<file path="config.mk">
export PLATFORM = sky130hd
export DESIGN_NAME = pdm_cic_decimator
export DESIGN_NICKNAME = d
export VERILOG_FILES = /design/src/rtl/pdm_cic_decimator.sv
export SDC_FILE = /design/constraint.sdc
export NUM_CORES = 1
export LEC_CHECK = 0
export BUFFER_PORTS_ARGS = -buffer_cell sky130_fd_sc_hd__clkbuf_2
export CAP_MARGIN = 20
export CORE_UTILIZATION = 58
export DETAILED_ROUTE_END_ITERATION = 10
export HOLD_SLACK_MARGIN = 0.02
export PLACE_DENSITY_LB_ADDON = 0.05
export SYNTH_ARGS = -nofsm -noshare
export SYNTH_HDL_FRONTEND = slang
export SYNTH_SLANG_ARGS = --single-unit
</file>
<file path="constraint.sdc">
create_clock -name clk -period 3.35 [get_ports clk]
set_input_delay 0.335 -clock clk [delete_from_list [all_inputs] [get_ports clk]]
set_output_delay 0.335 -clock clk [all_outputs]
set_load 0.02 [all_outputs]
</file>
<file path="src/rtl/pdm_cic_decimator.sv">
// pdm_cic_decimator
//   Third-order CIC decimator: turns the 1-bit PDM microphone stream into
//   signed PCM samples. The capture peripheral upstream supplies one PDM bit
//   per pdm_stb. Three integrators run at the strobe rate. Every R strobes a
//   snapshot passes through three comb stages, one stage per clock. The
//   result is shifted, saturated and placed in a valid/ready hold register.
//
// Ports
//   clk          system clock
//   rst_n        synchronous active-low reset
//   en           filter enable; low clears the datapath (overrun is kept)
//   pdm_stb      one-cycle strobe qualifying pdm_data
//   pdm_data     PDM bit, 1 -> +1, 0 -> -1
//   dec_ratio    decimation ratio R (0..3 behave as 4), taken once per period
//   out_shift    arithmetic right shift applied before saturation
//   pcm_data     signed PCM sample (held until overwritten)
//   pcm_valid    pcm_data holds an unread sample
//   pcm_ready    consumer takes pcm_data this cycle
//   overrun      sticky flag: an unread sample was overwritten
//   overrun_clr  clears overrun (a simultaneous new overrun wins)

module pdm_cic_decimator #(
   parameter int ACC_W = 25,
   parameter int OUT_W = 16
) (
   input  logic             clk,
   input  logic             rst_n,
   input  logic             en,
   input  logic             pdm_stb,
   input  logic             pdm_data,
   input  logic [7:0]       dec_ratio,
   input  logic [4:0]       out_shift,
   output logic [OUT_W-1:0] pcm_data,
   output logic             pcm_valid,
   input  logic             pcm_ready,
   output logic             overrun,
   input  logic             overrun_clr
);

   typedef enum logic [2:0] {
      S_IDLE = 3'd0,
      S_C1   = 3'd1,
      S_C2   = 3'd2,
      S_C3   = 3'd3,
      S_OUT  = 3'd4
   } state_t;

   localparam logic signed [ACC_W-1:0] SAT_MAX = ACC_W'((1 << (OUT_W - 1)) - 1);
   localparam logic signed [ACC_W-1:0] SAT_MIN = ~SAT_MAX;

   // Clamp a signed accumulator-width value into the signed output range.
   function automatic logic [OUT_W-1:0] sat_out(input logic signed [ACC_W-1:0] v);
      logic [OUT_W-1:0] r;
      if (v > SAT_MAX) begin
         r = SAT_MAX[OUT_W-1:0];
      end else if (v < SAT_MIN) begin
         r = SAT_MIN[OUT_W-1:0];
      end else begin
         r = v[OUT_W-1:0];
      end
      return r;
   endfunction

   state_t state_q, state_d;
   logic en_q, en_d;
   logic [ACC_W-1:0] i1_q, i1_d, i2_q, i2_d, i3_q, i3_d, snap_q, snap_d;
   logic [ACC_W-1:0] d1_q, d1_d, d2_q, d2_d, d3_q, d3_d;
   logic [ACC_W-1:0] c1_q, c1_d, c2_q, c2_d, c3_q, c3_d;
   logic [7:0] cnt_q, cnt_d, r_q, r_d;
   logic [1:0] warm_q, warm_d;
   logic [OUT_W-1:0] pcm_data_q, pcm_data_d;
   logic pcm_valid_q, pcm_valid_d, overrun_q, overrun_d;

   logic [ACC_W-1:0] x_s;
   logic en_rise_s, wrap_s, start_s, ovr_set_s;
   logic [7:0] r_eff_s, r_cur_s;
   logic c1_en_s, c2_en_s, c3_en_s, out_en_s;
   logic signed [ACC_W-1:0] y_s;

   assign x_s       = pdm_data ? {{(ACC_W-1){1'b0}}, 1'b1} : {ACC_W{1'b1}};
   assign en_rise_s = en & ~en_q;
   assign r_eff_s   = (dec_ratio < 8'd4) ? 8'd4 : dec_ratio;
   // On the enable edge the latched ratio is not loaded yet, so use the live one.
   assign r_cur_s   = en_rise_s ? r_eff_s : r_q;
   assign wrap_s    = en & pdm_stb & (cnt_q == (r_cur_s - 8'd1));
   assign start_s   = wrap_s & (state_q == S_IDLE);
   assign y_s       = $signed(c3_q) >>> out_shift;

   // FSM state register.
   always_ff @(posedge clk) begin
      if (!rst_n) begin
         state_q <= S_IDLE;
      end else begin
         state_q <= state_d;
      end
   end

   // FSM next state: one comb stage per cycle once a period completes.
   always_comb begin
      state_d = state_q;
      if (!en) begin
         state_d = S_IDLE;
      end else begin
         case (state_q)
            S_IDLE:  state_d = start_s ? S_C1 : S_IDLE;
            S_C1:    state_d = S_C2;
            S_C2:    state_d = S_C3;
            S_C3:    state_d = S_OUT;
            S_OUT:   state_d = S_IDLE;
            default: state_d = S_IDLE;
         endcase
      end
   end

   // FSM output decode: stage enables.
   always_comb begin
      c1_en_s  = 1'b0;
      c2_en_s  = 1'b0;
      c3_en_s  = 1'b0;
      out_en_s = 1'b0;
      case (state_q)
         S_C1:    c1_en_s  = 1'b1;
         S_C2:    c2_en_s  = 1'b1;
         S_C3:    c3_en_s  = 1'b1;
         S_OUT:   out_en_s = 1'b1;
         S_IDLE:  c1_en_s  = 1'b0;
         default: out_en_s = 1'b0;
      endcase
   end

   // Datapath next-state: integrators, period counter, combs, output holding register.
   always_comb begin
      en_d        = en;
      i1_d        = i1_q;
      i2_d        = i2_q;
      i3_d        = i3_q;
      snap_d      = snap_q;
      d1_d        = d1_q;
      d2_d        = d2_q;
      d3_d        = d3_q;
      c1_d        = c1_q;
      c2_d        = c2_q;
      c3_d        = c3_q;
      cnt_d       = cnt_q;
      r_d         = r_q;
      warm_d      = warm_q;
      pcm_data_d  = pcm_data_q;
      pcm_valid_d = pcm_valid_q;
      overrun_d   = overrun_q;
      ovr_set_s   = 1'b0;
      if (!en) begin
         i1_d        = '0;
         i2_d        = '0;
         i3_d        = '0;
         snap_d      = '0;
         d1_d        = '0;
         d2_d        = '0;
         d3_d        = '0;
         c1_d        = '0;
         c2_d        = '0;
         c3_d        = '0;
         cnt_d       = 8'd0;
         r_d         = 8'd0;
         warm_d      = 2'd0;
         pcm_data_d  = '0;
         pcm_valid_d = 1'b0;
         overrun_d   = overrun_clr ? 1'b0 : overrun_q;
      end else begin
         r_d = (en_rise_s || wrap_s) ? r_eff_s : r_q;
         // Integrators use pre-update operands; wrap modulo 2^ACC_W.
         if (pdm_stb) begin
            i1_d  = i1_q + x_s;
            i2_d  = i2_q + i1_q;
            i3_d  = i3_q + i2_q;
            cnt_d = wrap_s ? 8'd0 : (cnt_q + 8'd1);
         end else begin
            cnt_d = cnt_q;
         end
         // Snapshot is the post-update third integrator.
         if (wrap_s) begin
            snap_d = i3_q + i2_q;
         end else begin
            snap_d = snap_q;
         end
         if (c1_en_s) begin
            c1_d = snap_q - d1_q;
            d1_d = snap_q;
         end else begin
            c1_d = c1_q;
         end
         if (c2_en_s) begin
            c2_d = c1_q - d2_q;
            d2_d = c1_q;
         end else begin
            c2_d = c2_q;
         end
         if (c3_en_s) begin
            c3_d = c2_q - d3_q;
            d3_d = c2_q;
         end else begin
            c3_d = c3_q;
         end
         // First three results after a clear are transient and are dropped.
         if (out_en_s && (warm_q == 2'd3)) begin
            pcm_data_d  = sat_out(y_s);
            pcm_valid_d = 1'b1;
            ovr_set_s   = pcm_valid_q & ~pcm_ready;
         end else if (out_en_s) begin
            warm_d      = warm_q + 2'd1;
            pcm_valid_d = pcm_valid_q & ~pcm_ready;
         end else begin
            pcm_valid_d = pcm_valid_q & ~pcm_ready;
         end
         if (ovr_set_s) begin
            overrun_d = 1'b1;
         end else if (overrun_clr) begin
            overrun_d = 1'b0;
         end else begin
            overrun_d = overrun_q;
         end
      end
   end

   // Datapath registers.
   always_ff @(posedge clk) begin
      if (!rst_n) begin
         en_q        <= 1'b0;
         i1_q        <= '0;
         i2_q        <= '0;
         i3_q        <= '0;
         snap_q      <= '0;
         d1_q        <= '0;
         d2_q        <= '0;
         d3_q        <= '0;
         c1_q        <= '0;
         c2_q        <= '0;
         c3_q        <= '0;
         cnt_q       <= 8'd0;
         r_q         <= 8'd0;
         warm_q      <= 2'd0;
         pcm_data_q  <= '0;
         pcm_valid_q <= 1'b0;
         overrun_q   <= 1'b0;
      end else begin
         en_q        <= en_d;
         i1_q        <= i1_d;
         i2_q        <= i2_d;
         i3_q        <= i3_d;
         snap_q      <= snap_d;
         d1_q        <= d1_d;
         d2_q        <= d2_d;
         d3_q        <= d3_d;
         c1_q        <= c1_d;
         c2_q        <= c2_d;
         c3_q        <= c3_d;
         cnt_q       <= cnt_d;
         r_q         <= r_d;
         warm_q      <= warm_d;
         pcm_data_q  <= pcm_data_d;
         pcm_valid_q <= pcm_valid_d;
         overrun_q   <= overrun_d;
      end
   end

   assign pcm_data  = pcm_data_q;
   assign pcm_valid = pcm_valid_q;
   assign overrun   = overrun_q;

endmodule

</file>
Word-level counts from Yosys, hierarchy flattened
Index checks and enable logic that the tools add are counted.
- add/sub/neg operators: 9
- order comparisons: 3
- equal/unequal tests: 6
- shift-type cells: 1
- muxes and demuxes: 18
- bitwise logic cells: 8
- reduce and logical (&&, ||, !) cells: 5
- operator list (cell ; count):
    adder 25 bit ; 3
    subtractor 25 bit ; 3
    two-way mux 16 bit ; 2
    greater-than comparator 25 x 16 -> 1 bit, second input constant ; 1
    < comparator 25 x 16 -> 1 bit, second input constant ; 1
    two-way mux 25 bit ; 1
    >>> shifter 25 x 5 -> 25 bit ; 1
    two-way mux 8 bit ; 3
    case mux 3 bit (4 select lines) ; 1
    two-way mux 1 bit ; 11
    adder 8 x 1 -> 8 bit, second input constant ; 1
    equality test 8 bit ; 1
    < comparator 8 x 3 -> 1 bit, second input constant ; 1
    subtractor 8 x 1 -> 8 bit, second input constant ; 1
    equality test 3 x 2 -> 1 bit, second input constant ; 2
    AND 1 bit ; 5
    AND reduction 2 bit ; 2
    equality test 3 x 1 -> 1 bit, second input constant ; 1
    equality test 3 bit, second input constant ; 1
    logical NOT 3 bit ; 1
    inverter 1 bit ; 3
    adder 2 x 1 -> 2 bit, second input constant ; 1
    equality test 2 bit, second input constant ; 1
    logical AND 1 bit ; 1
    logical OR 1 bit ; 1
- register bits: 290
- bits of input ports: 20
- output and inout port bits: 18
- word-level logic and storage cells: 68

Logic depth before layout (Yosys ltp)
Gate-level depths: netlist of the first run.
- word-level depth: 9
- gate-level depth with buffers: 14
- gate-level depth less buffers: 14

Worst setup path after synthesis of the first run
Ideal clock, no wire load.
- path kind: in2reg
- from: in pdm_data
- to: reg i1_q[23]
- library setup time: 58 ps
- arrival: 3096 ps
- data required time: 3292 ps
- path slack: 197 ps
- stages on the path: 12
- path buffers: 0
- path through: inv_1 ha_1 a211oi_1 nor3_1 o31ai_1 nand2_1 a21o_1 a21o_1 a21o_1 o311a_1 nor4b_1 a211o_1
- longest elaborated chain between the ends: 2
- ends and longest elaborated chain (item ; line ; RTL):
    start: declaration ; 30 ; input logic pdm_data,
    two-way mux 25 bit ; 80 ; assign x_s = pdm_data ? {{(ACC_W-1){1'b0}}, 1'b1} : {ACC_W{1'b1}};
    adder 25 bit ; 172 ; i1_d = i1_q + x_s;
    end signal: assignment ; 246 ; i1_q <= i1_d;
    end: declaration ; 66 ; logic [ACC_W-1:0] i1_q, i1_d, i2_q, i2_d, i3_q, i3_d, snap_q, snap_d;
No other way between the ends.
A chain may end at the register's enable or synchronous reset.

Final worst setup path of the first run
- from: reg d3_q[1]
- to: reg c3_q[23]
- longest elaborated chain between the ends: 1
- ends and longest elaborated chain (item ; line ; RTL):
    start: declaration ; 67 ; logic [ACC_W-1:0] d1_q, d1_d, d2_q, d2_d, d3_q, d3_d;
    start signal: assignment ; 234 ; d3_q <= '0;
    start signal: assignment ; 252 ; d3_q <= d3_d;
    subtractor 25 bit ; 198 ; c3_d = c2_q - d3_q;
    end signal: assignment ; 237 ; c3_q <= '0;
    end signal: assignment ; 255 ; c3_q <= c3_d;
    end: declaration ; 68 ; logic [ACC_W-1:0] c1_q, c1_d, c2_q, c2_d, c3_q, c3_d;
No other way between the ends.

==> reports/results.ini, run 1 <==
[drt]
drt_iter0_drc = 753
routedWlPerCell_um = 15.2
drt_wl_total_um = 41900
viasPerCell = 5.67
num_vias = 15652
remaining_drc_errors = 6
drtAntennaViolNets = 0
drt_pass1_iterations = 8

[clocking]
ctsHtreeMaxLevel = 2
numCtsBuffers = 35
path_clk_slew_ns = 0.06
holdBufCountCts = 0
cts_buffer_depth = 3
cts_tree = yes
clk-insertion-delay-late_ns = 0.52
cts_setup_buffers = 0
cts_sinks = 290
root_buffer = clkbuf_16

[timing]
clock_skew_ns = 0.0218
finalMaxSlewViolations = 0
rsz0062_at_grt = yes
worst_pin_slew_ns = 1.10
finalHoldViolCount = 0
timing.fmax_mhz = 320
setup_violations = 0
fin_crit_sh = 0.933
min_period_ns = 3.13
setup-tns-final_ns = 0
slew_headroom = 0.264

[critical_path]
r2r_setup_slack_ns = 0.22
r2r-end = c3_q[23]
rr_startpoint = d3_q[1]
start_kind = register
end_kind = register
cp.required_ns = 3.74
critical_path_class = reg2reg
crit_arrival_ns = 3.52
reg2reg_depth = 12
cp_max_fo = 3

[hold_path]
min_path_cells = 3
hold_start = dec_ratio[4]
holdPathEnd = r_q[4]
min_path_type = in2reg

[synthesis]
synth_warnings = 0
ys_ff_latch = 290
synth.area.top_cells = dfxtp_1, ha_1, a21oi_1
avgSynthCellArea_um2 = 7.89
synth_common_cells = nand2_1, dfxtp_1, a21oi_1, nor2_1, ha_1
seq_area_frac_synth = 0.318
syn_inst = 2317
synthArstFlopShare = 0
synth_cell_type_count = 75
synth.largest_area_cell = dfxtp_1
syn-cell-area_um2 = 18300
syn_nets = 2489
synth.most_common_cell = nand2_1
synth-main-ff-cell = dfxtp_1
synth-edff-count = 0
synth.top_cell.area_share = 0.318

[place]
port_buffers = 37
dp.cells = 2698
place_congestion = 0.933
dpl-instance-area_um2 = 19000
dpl.hpwl_um = 30200

[global_routing]
grt_max_degree = 235
grt_pass1_vias = 15246
globalRouteOverflowTotal = 0
grt_pass1_wl_um = 72300
gr-usage-all-layers = 0.262
antenna_found_initial = 0

[power]
p_leak_nw = 8.34
power_frac_comb = 0.071
power_frac_seq = 0.426
ir_drop_uv = 389
power_mw = 8.23
swShare = 0.231
switchingPower_mw = 1.90
p_int_mw = 6.33
clock_power_share = 0.503
pwr_density_cell_nw_per_um2 = 406

[run_status]
status = complete, but fails checks
failed_checks = design-rule violations

[die]
die_y_um = 180
initial_core_util = 0.593
die_x_um = 180
die-area_um2 = 32200
core-area_um2 = 30800
rows = 64
ios = 38

[layout]
design_area_um2 = 20300
diodes = 0
fin_nets = 2511
instances_no_fill = 2760
layout-drive-gt1-share = 0.0833
areaGrowthSynthToFinish_pct = 11.0

[flow_run]
cap_violations = 0

state kept, by name (all words and copies together), names as in the netlist, 3 cells and up:
| register | count |
|---|---|
| c1_q | 25 |
| c2_q | 25 |
| c3_q | 25 |
| d1_q | 25 |
| d2_q | 25 |
| d3_q | 25 |
| i1_q | 25 |
| i2_q | 25 |
| i3_q | 25 |
| snap_q | 25 |
| pcm_data | 16 |
| cnt_q | 8 |
| r_q | 8 |
| state_q | 3 |
cell usage in the layout (no fill, tap or decap), types with 6 or more instances in the layout:
cell,Yosys,routed
clkbuf_2,0,36
o21a_1,30,30
or3_1,10,10
mux2_2,17,17
ha_1,146,146
and3_1,12,12
mux2i_1,100,100
buf_4,1,51
nand3b_1,10,10
a21o_1,59,59
o21ai_1,1,6
clkbuf_8,0,8
nand2_1,365,364
bufinv_16,0,6
a31oi_1,16,16
nand4_1,10,10
dfxtp_1,290,289
nor2_1,199,199
xor2_1,43,43
mux4_2,8,8
fa_1,6,6
o21bai_1,12,12
nor3_1,37,36
o21ai_0,115,110
inv_1,113,112
o31ai_1,9,7
a211o_1,6,6
nor4_1,7,7
a21oi_1,278,277
a211oi_1,37,36
nor2b_1,23,23
nand3_1,53,53
nand2b_1,20,20
clkbuf_16,0,36
xnor2_1,91,91
o211ai_1,12,12
routing by layer:
| layer | GRT usage | vias to the layer above | share of wire |
|---|---|---|---|
| met4 | 0.0848 | 0 | 0.028 |
| met3 | 0.0304 | 73 | 0.027 |
| met5 | 0 | - | 0 |
| met1 | 0.324 | 7206 | 0.45 |
| li1 | - | 8162 | - |
| met2 | 0.471 | 211 | 0.49 |
timing repair:
item                       CTS  global route
pin swaps                    0             1
gates resized for setup      1            12
setup endpoints to repair    1            11
logic make-up after synthesis:
| family | count (synthesis) | synth area share |
|---|---|---|
| AOI/OAI and AO/OA | 628 | 0.209 |
| xor gates and xnor gates | 134 | 0.0642 |
| adders and majority gates | 152 | 0.107 |
| buffers and inverters | 220 | 0.0460 |
| DFF | 290 | 0.318 |
| muxes | 125 | 0.0751 |
| and+or+nand+nor | 768 | 0.182 |
power groups by stage:
stage / registers (mW) / clock network (mW) / logic [mW]
4_1_cts: 3.50 / 4.23 / 0.588
5_1_grt: 3.51 / 4.36 / 0.655
3_5_place_dp: 3.58 / 0 / 0.584
2_1_floorplan: 3.57 / 0 / 0.448
6_report: 3.50 / 4.14 / 0.588
3_3_place_gp: 3.58 / 0 / 0.577
worst max path at each step:
stage	slack, ns	start	cells past startpoint	to
5_1_grt	-0.002	c1_q[0]	14	c2_q[20]
3_5_place_dp	-0.04	pdm_data	14	i1_q[24]
2_1_floorplan	0.20	pdm_data	12	i1_q[23]
3_3_place_gp	0.09	dec_ratio[7]	14	snap_q[2]
4_1_cts	0.1	i1_q[0]	13	i2_q[24]
6_report	0.22	d3_q[1]	12	c3_q[23]
cell type report:
type	instances	area, um^2
Clock inverter	13	240
Timing Repair Buffer	88	583
Fill cell	2705	10500
Inverter	117	439
Clock buffer	49	1030
Tap cell	396	495
Multi-Input combinational cell	1807	11700
Sequential cell	290	5810
stage by stage:
step,hold slack [ns],worst slack [ns],utilization
3_5_place_dp,0.446,-0.0443,0.616
2_1_floorplan,0.436,0.197,-
6_report,0.0858,0.224,0.658
3_3_place_gp,0.441,0.0903,0.616
5_1_grt,0.0974,-0.00201,0.658
4_1_cts,0.0584,0.0953,0.657
worst max-delay path, stage by stage, from the launching register on:
cell and delay, ns:
dfxtp_1 0.37, inv_1 0.06, ha_1 0.28, nor2b_1 0.15, o31ai_1 0.33, o211ai_1 0.21, o41a_1 0.40, a31o_2 0.27
a221oi_1 0.38, nand2b_1 0.16, a21oi_1 0.20, or4_1 0.13, nand3_1 0.06
Power figures use the tool's default switching activity.
==> inputs of run 2 (changes only) <==
--- a/config.mk
+++ b/config.mk
@@ -7,7 +7,7 @@
 export LEC_CHECK = 0
 export BUFFER_PORTS_ARGS = -buffer_cell sky130_fd_sc_hd__clkbuf_2
 export CAP_MARGIN = 20
-export CORE_UTILIZATION = 58
+export CORE_UTILIZATION = 35
 export DETAILED_ROUTE_END_ITERATION = 10
 export HOLD_SLACK_MARGIN = 0.02
 export PLACE_DENSITY_LB_ADDON = 0.05
==> reports/results.ini, run 2 (same netlist as run 1, synthesis figures left out) <==
[critical_path]
critical_path_class = reg2reg
crit_arrival_ns = 3.61  ; +0.09 ns
cp_cell_sequence = ha_1 > inv_1 > fa_1 > nor2b_1 > o31a_1 > o31ai_1 > o31ai_1 > buf_4 > a21oi_1 > o21a_1 > nor2b_1 > nor4_1 > a211oi_1 > mux2i_1
cp_max_fo = 4  ; +1
cpPeakStageDelay_ns = 0.38  ; -0.02 ns
cp.buffers_inverters = 2  ; +1
end_kind = register
cp.required_ns = 3.82  ; +0.08 ns
critPathSlowestCell = fa_1
crit_family = compound AO/OA/AOI/OAI gates
start_kind = register

[drt]
drtAntennaViolNets = 0  ; unchanged
remaining_drc_errors = 0  ; -6
routedWlPerCell_um = 15.1  ; -0.74%
drt_pass1_iterations = 5  ; -3
viasPerCell = 5.09  ; -10%
drt_wl_total_um = 46000  ; +9.8%
num_vias = 15555  ; -0.62%
drt_iter0_drc = 611  ; -19%

[timing]
slew_headroom = 0.313  ; +0.0495
finalMaxSlewViolations = 0  ; unchanged
setup_violations = 0  ; unchanged
min_period_ns = 3.14  ; +0.0129 ns
worst_pin_slew_ns = 1.03  ; -0.0743 ns
finalHoldViolCount = 0  ; unchanged
setup_ws_ns = 0.211  ; -0.0129 ns
rsz0062_at_grt = no
whs_ns = 0.0632  ; -0.0225 ns
timing.fmax_mhz = 319  ; -0.41%
clock_skew_ns = 0.0146  ; -0.00717 ns
fin_crit_sh = 0.937  ; +0.00385

[die]
die-area_um2 = 53100  ; +65%
die_x_um = 231  ; +28%
initial_core_util = 0.356  ; -0.237
core-area_um2 = 51400  ; +67%
ios = 38  ; unchanged
die_y_um = 231  ; +28%
rows = 83  ; +30%

[clocking]
ctsHtreeMaxLevel = 2  ; unchanged
cts_sinks = 290  ; unchanged
path_clk_slew_ns = 0.06  ; about the same
cts_setup_buffers = 0  ; unchanged
cts_buffer_depth = 3  ; unchanged
cts_tree = yes
clk-insertion-delay-late_ns = 0.54  ; +0.02 ns
numCtsBuffers = 37  ; +5.7%
root_buffer = clkbuf_16

[power]
swShare = 0.240  ; +0.00950
clock_power_share = 0.490  ; -0.013
p_leak_nw = 8.37  ; +0.34%
ir_drop_uv = 304  ; -22%
power_frac_comb = 0.074  ; +0.003
switchingPower_mw = 1.93  ; +1.5%
p_int_mw = 6.09  ; -3.7%
power_frac_seq = 0.437  ; +0.011
pwr_density_cell_nw_per_um2 = 388  ; -4.2%

[place]
place_congestion = 0.826  ; -11%
dpl.hpwl_um = 33500  ; +11%
port_buffers = 37  ; unchanged
pre_cts_slack_ns = -0.0472  ; -0.00289 ns

[layout]
layout_common_cells = nand2_1, dfxtp_1, a21oi_1
diodes = 0  ; unchanged
final_common_cell = nand2_1
fin_nets = 2523  ; +0.48%
areaGrowthSynthToFinish_pct = 13.0
layout-drive-gt1-share = 0.0859  ; +0.00260
final_util = 0.402  ; -0.256

[global_routing]
grt_max_degree = 143  ; -39%
antenna_found_initial = 0  ; unchanged
gr-usage-all-layers = 0.174  ; -0.0874
globalRouteOverflowTotal = 0  ; unchanged
grt_pass1_vias = 15054  ; -1.3%
grt_pass1_wl_um = 77000  ; +6.5%

[flow_run]
cap_violations = 0  ; unchanged

[run_status]
status = finished, final reports clean

[hold_path]
min_path_type = in2reg

[run 2: routing by layer]
metal	global-route usage	part of all wire
met2	0.310	0.49
met1	0.217	0.47
met5	0	0
met4	0.0528	0.021
met3	0.0216	0.024
[run 2: worst paths after layout]
kind | start | end | slack, ns | cells after the start
max | i2_q[0] | i2_q[24] | 0.21 | 14
min | overrun_clr | overrun | 0.06 | 3
max reg2reg | i2_q[0] | i2_q[24] | 0.21 | 14
min reg2reg | d1_q[5] | d1_q[5] | 0.45 | 2
[run 2: repair_timing]
action,CTS,global route
pin swaps,0,1
hold buffers,2,0
endpoints found under the hold margin,2,0
endpoints found under the setup margin,1,8
resized for setup,1,8
[run 2: metrics by stage]
stage                     power, mW  cell area [um^2]  setup TNS, ns  std cells
final                          8.02             20600              0       3054
after global routing           8.37             20600              0       3054
after CTS                      8.20             20600              0       3054
after detailed placement       4.17             19400         -0.361       2990
after global placement         4.17             19400        -0.0212       2990
after floorplan                4.02             18300              0       2317
[run 2: power by group through the flow]
stage          clock, mW  sequential (mW)  combinational (mW)
2_1_floorplan          0             3.57               0.448
3_3_place_gp           0             3.58               0.587
3_5_place_dp           0             3.58               0.592
4_1_cts             4.10             3.50               0.595
5_1_grt             4.21             3.50               0.658
6_report            3.93             3.50               0.590
[run 2: area by class of cell]
cell class | instances | area, um^2
inverter | 117 | 439
fill | 5353 | 30800
clock inverter | 8 | 68.8
clock buffer | 54 | 1120
multi-input combinational | 1807 | 11700
tap | 680 | 851
sequential | 290 | 5810
timing repair buffer | 98 | 663
[run 2: tightest hold or removal path: stages]
cell and delay (ns):
clkbuf_2 0.07, nand2b_1 0.08, a21boi_0 0.06
